==> config.mk <==
export PLATFORM = sky130hd
export DESIGN_NAME = arith_issue_arbiter
export DESIGN_NICKNAME = d
export VERILOG_FILES = /design/src/rtl/arith_issue_arbiter.sv
export SDC_FILE = /design/constraint.sdc
export NUM_CORES = 1
export LEC_CHECK = 0
export CAP_MARGIN = 40
export CORE_AREA = 2 2 246 248
export DETAILED_ROUTE_END_ITERATION = 16
export DIE_AREA = 0 0 248 250
export PLACE_DENSITY = 0.51
export SYNTH_ARGS = -nofsm -noshare
export SYNTH_HDL_FRONTEND = slang
export SYNTH_SLANG_ARGS = --single-unit
export TNS_END_PERCENT = 1
==> constraint.sdc <==
create_clock -name clk -period 1.9 [get_ports clk]
set_input_delay 0.19 -clock clk [delete_from_list [all_inputs] [get_ports clk]]
set_output_delay 0.19 -clock clk [all_outputs]
set_load 0.02 [all_outputs]
==> src/rtl/arith_issue_arbiter.sv <==
// Round-robin issue arbiter: picks one ready reservation-station op per cycle
// and holds it in a single registered issue slot feeding the arithmetic FU.
module arith_issue_arbiter #(
    parameter int XLEN          = 32,
    parameter int ROB_SIZE      = 256,
    parameter int PHYS_REG_SIZE = 256,
    parameter int UOP_SIZE      = 16,
    parameter int NUM_REQ       = 4
) (
    input  logic                                  clk,
    input  logic                                  rst,
    input  logic                                  flush,
    input  logic                                  wb_stall,
    input  logic [NUM_REQ-1:0]                    req_valid,
    input  logic [NUM_REQ*$clog2(UOP_SIZE)-1:0]   req_uop,
    input  logic [NUM_REQ*$clog2(ROB_SIZE)-1:0]   req_rob_entry,
    input  logic [NUM_REQ*$clog2(PHYS_REG_SIZE)-1:0] req_dest_reg,
    input  logic [NUM_REQ*XLEN-1:0]               req_rs1,
    input  logic [NUM_REQ*XLEN-1:0]               req_rs2,
    input  logic [NUM_REQ*XLEN-1:0]               req_pc,
    output logic [NUM_REQ-1:0]                    req_grant,
    output logic                                  fu_valid,
    output logic [$clog2(UOP_SIZE)-1:0]           fu_uop,
    output logic [$clog2(ROB_SIZE)-1:0]           fu_rob_entry,
    output logic [$clog2(PHYS_REG_SIZE)-1:0]      fu_dest_reg,
    output logic [XLEN-1:0]                       fu_rs1,
    output logic [XLEN-1:0]                       fu_rs2,
    output logic [XLEN-1:0]                       fu_pc,
    output logic [31:0]                           issue_count
);

    localparam int UOP_W  = $clog2(UOP_SIZE);
    localparam int ROB_W  = $clog2(ROB_SIZE);
    localparam int PREG_W = $clog2(PHYS_REG_SIZE);
    localparam int PTR_W  = $clog2(NUM_REQ);

    function automatic logic [31:0] sat_inc(input logic [31:0] val);
        return (val == 32'hFFFF_FFFF) ? val : val + 32'd1;
    endfunction

    logic [PTR_W-1:0]  rr_ptr;
    logic [31:0]       issue_cnt;
    logic              vld_p1;
    logic [UOP_W-1:0]  uop_p1;
    logic [ROB_W-1:0]  rob_p1;
    logic [PREG_W-1:0] dest_p1;
    logic [XLEN-1:0]   rs1_p1;
    logic [XLEN-1:0]   rs2_p1;
    logic [XLEN-1:0]   pc_p1;

    logic              accept_p0;
    logic              found_p0;
    logic              grant_p0;
    logic [PTR_W-1:0]  sel_p0;
    logic [PTR_W-1:0]  idx_p0;

    // Stage p0: rotating priority search starting at rr_ptr
    always_comb begin
        accept_p0 = !flush && (!vld_p1 || !wb_stall);
        found_p0  = 1'b0;
        sel_p0    = '0;
        idx_p0    = '0;
        // Walk from the farthest slot back so the nearest valid one wins.
        for (int k = NUM_REQ - 1; k >= 0; k--) begin
            idx_p0 = rr_ptr + PTR_W'(k);
            if (req_valid[idx_p0]) begin
                found_p0 = 1'b1;
                sel_p0   = idx_p0;
            end
        end
        grant_p0  = !rst && accept_p0 && found_p0;
        req_grant = '0;
        if (grant_p0) req_grant[sel_p0] = 1'b1;
    end

    // Stage p1: issue slot register toward the FU
    always_ff @(posedge clk) begin
        if (rst) begin
            vld_p1    <= 1'b0;
            rr_ptr    <= '0;
            issue_cnt <= '0;
            uop_p1    <= '0;
            rob_p1    <= '0;
            dest_p1   <= '0;
            rs1_p1    <= '0;
            rs2_p1    <= '0;
            pc_p1     <= '0;
        end else if (grant_p0) begin
            vld_p1    <= 1'b1;
            rr_ptr    <= sel_p0 + PTR_W'(1);
            issue_cnt <= sat_inc(issue_cnt);
            uop_p1    <= req_uop[sel_p0*UOP_W +: UOP_W];
            rob_p1    <= req_rob_entry[sel_p0*ROB_W +: ROB_W];
            dest_p1   <= req_dest_reg[sel_p0*PREG_W +: PREG_W];
            rs1_p1    <= req_rs1[sel_p0*XLEN +: XLEN];
            rs2_p1    <= req_rs2[sel_p0*XLEN +: XLEN];
            pc_p1     <= req_pc[sel_p0*XLEN +: XLEN];
        end else if (flush || accept_p0) begin
            vld_p1 <= 1'b0;
        end
    end

    assign fu_valid     = vld_p1;
    assign fu_uop       = uop_p1;
    assign fu_rob_entry = rob_p1;
    assign fu_dest_reg  = dest_p1;
    assign fu_rs1       = rs1_p1;
    assign fu_rs2       = rs2_p1;
    assign fu_pc        = pc_p1;
    assign issue_count  = issue_cnt;

endmodule

==> flow_metrics.env <==
export IMPL_status="complete, but fails checks"
export IMPL_failed_checks="negative setup slack"
export IMPL_internal_power_mw=7.55
export IMPL_combPwrFrac_pct=36.4
export IMPL_pwr_share_seq_pct=32.8
export IMPL_wl_per_cell_um=19.2
export IMPL_fin_setup_tns_ns=-0.502
export IMPL_p_per_area_mw_per_mm2=628
export IMPL_drv_cap=0
export IMPL_nets=2038
export IMPL_clkPwrFrac_pct=30.8
export IMPL_drtPass1Iterations=4
export IMPL_rows=90
export IMPL_worstMarginPinSlew_ns=0.710
export IMPL_root_buffer="clkbuf_16"
export IMPL_ant_nets=0
export IMPL_initial_core_util_pct=14.7
export IMPL_fin_crit_sh_pct=102
export IMPL_fin_ws_ns=-0.0436
export IMPL_ir_worst_vdd_uv=669
export IMPL_final_setup_skew_ns=0.0109
export IMPL_core_mm2=0.0596
export IMPL_wirelength_um=45300
export IMPL_grt_max_degree=86
export IMPL_synthDistinctLibCells=48
export IMPL_tritoncts="yes"
export IMPL_portBuffers=624
export IMPL_hp_class="in2reg"
export IMPL_cp_start_kind="primary input"
export IMPL_syn_area_mm2=0.00873
export IMPL_die_x_um=248
export IMPL_pre_cts_ws_ns=-0.584
export IMPL_gp_congestion=0.820
export IMPL_utilization_pct=29.9
export IMPL_diodes=0
export IMPL_clkTransAtPathRegs_ns=0.07
export IMPL_critPathCaptureType="flip-flop"
export IMPL_yosysWarnings=0
export IMPL_grt_pass1_vias=10428
export IMPL_syn_num_nets=1351
export IMPL_power_mw=11.2
export IMPL_grt_overflow_total=0
export IMPL_setup_violations=34
export IMPL_synth_seq_cells=151
export IMPL_initialDrtViolationCount=448
export IMPL_dieArea_mm2=0.0620
export IMPL_cts_num_sinks=151
export IMPL_swShare_pct=32.5
export IMPL_io_pins=625
export IMPL_required_ns=2.24
export IMPL_cts_buffers=17
export IMPL_grt_pass1_wl_um=62700
export IMPL_worstPathArrival_ns=2.29
export IMPL_area_growth_pct=104
export IMPL_p_leak_nw=7.13
export IMPL_hold_buffers=0
export IMPL_track_usage_pct=13.4
export IMPL_fin_area_mm2=0.0178
export IMPL_drc=0
export IMPL_cts_path_max_buffers=2
export IMPL_synth_sequential_area_ratio_pct=34.6
export IMPL_timing_slew_headroom_pct=52.7
export IMPL_syn_area_per_cell_um2=9.94
export IMPL_p_sw_mw=3.64
export IMPL_clk_latency_ns=0.48
export IMPL_rsz0062_at_grt="true"
export IMPL_layout_commonest_cell="clkdlybuf4s50_1"
export IMPL_path_class="in2reg"
export IMPL_layout_min_cycle_time_ns=1.94
export IMPL_dr_total_vias=10186
export IMPL_viasPerCell=4.32
export IMPL_synth_ff_type="dfxtp_1"
export IMPL_antenna_found_initial=3
export IMPL_htreeDepth=4
export IMPL_reg2reg_depth=7
export IMPL_hold_ws_ns=0.348
export IMPL_max_freq_ghz=0.515
export IMPL_crit_fanout=66
export IMPL_async_flop_share_pct=0
export IMPL_drive_above_1_share_pct=15.1
export IMPL_placedCellCount=2312
export IMPL_synthesis_instances=878
export IMPL_die_height_um=250
export IMPL_most_common_layout_cells="clkdlybuf4s50_1, mux2i_1, dfxtp_1, nand3b_1, o221ai_1"
export IMPL_synth_edf_count=0
export IMPL_final_hold_viol_count=0
export IMPL_place_hpwl_um=33300
export IMPL_dpl_cell_area_mm2=0.0166
export IMPL_maxSlewViolCount=0
export IMPL_hold_depth=3
export IMPL_fin_cells=2360
## repair_timing
action	4_1_cts	5_1_grt
endpoints found under the setup margin	130	146
resized for setup	74	50
cloned	0	5
buffers inserted	12	2
pin swaps	25	22
## final cells by class
cell class,count,area (µm²)
Inverter,5,18.8
Multi-Input combinational cell,641,5640
Clock inverter,15,139
Fill cell,6204,41800
Tap cell,782,978
Sequential cell,151,3040
Clock buffer,17,425
Timing Repair Buffer,749,7560
## cell usage after synthesis, types with 3 or more instances
master,number,area (µm²)
mux2i_1,235,2350
dfxtp_1,151,3020
nand3b_1,116,871
o221ai_1,116,1020
buf_2,41,205
clkbuf_1,29,109
a21oi_1,22,110
nand2_1,20,75.1
o21ai_0,17,85.1
or3_1,17,106
nor2_1,15,56.3
buf_4,9,67.6
nand4_1,8,50.1
nand3_1,7,35.0
nor3_1,7,35.0
and2_1,5,31.3
inv_1,5,18.8
o31ai_1,5,37.5
or4_1,5,37.5
and4_1,4,35.0
nor2b_1,4,25.0
xnor2_1,3,26.3
xor2_1,3,26.3
## kinds of logic (layout without fill, tap and decap cells)
logic type,count (synthesis),after routing,synth area share [%]
AO/OA/AOI/OAI,173,173,15.7
XOR/XNOR,6,6,0.602
adder cells (fa/ha/maj),1,1,0.143
buffers and inverters,86,786,4.67
flip-flops,151,151,34.6
multiplexers,235,235,26.9
AND/OR/NAND/NOR,226,226,17.3
## final timing paths
| path | slack [ns] | from | end |
|---|---|---|---|
| min reg2reg | 0.50 | fu_rs1[24] | fu_rs1[24] |
| min | 0.35 | rst | issue_count[0] |
| max reg2reg | -0.02 | fu_valid | issue_count[25] |
| max | -0.04 | req_valid[3] | fu_pc[18] |
## worst max-delay path, cell delays in order
cell	delay, ns
clkdlybuf4s50_1	0.47
or4_4	0.62
and2_2	0.27
nand2_4	0.12
buf_16	0.25
o221ai_1	0.21
## power groups by stage
stage	sequential [mW]	combinational, mW	clock, mW
finish	3.67	4.07	3.45
global route	3.70	4.31	3.74
CTS	3.67	3.97	3.61
detailed placement	3.73	3.86	0
global placement	3.73	3.85	0
floorplan	4.08	1.27	0
## routing by layer
layer,wire length [µm],vias up,GRT usage (%)
li1,-,4839,-
met1,17600,4852,14.6
met2,23200,445,24.3
met3,3610,44,4.02
met4,875,6,4.53
met5,37,-,0
No activity file was read; power rests on OpenSTA's default activity.
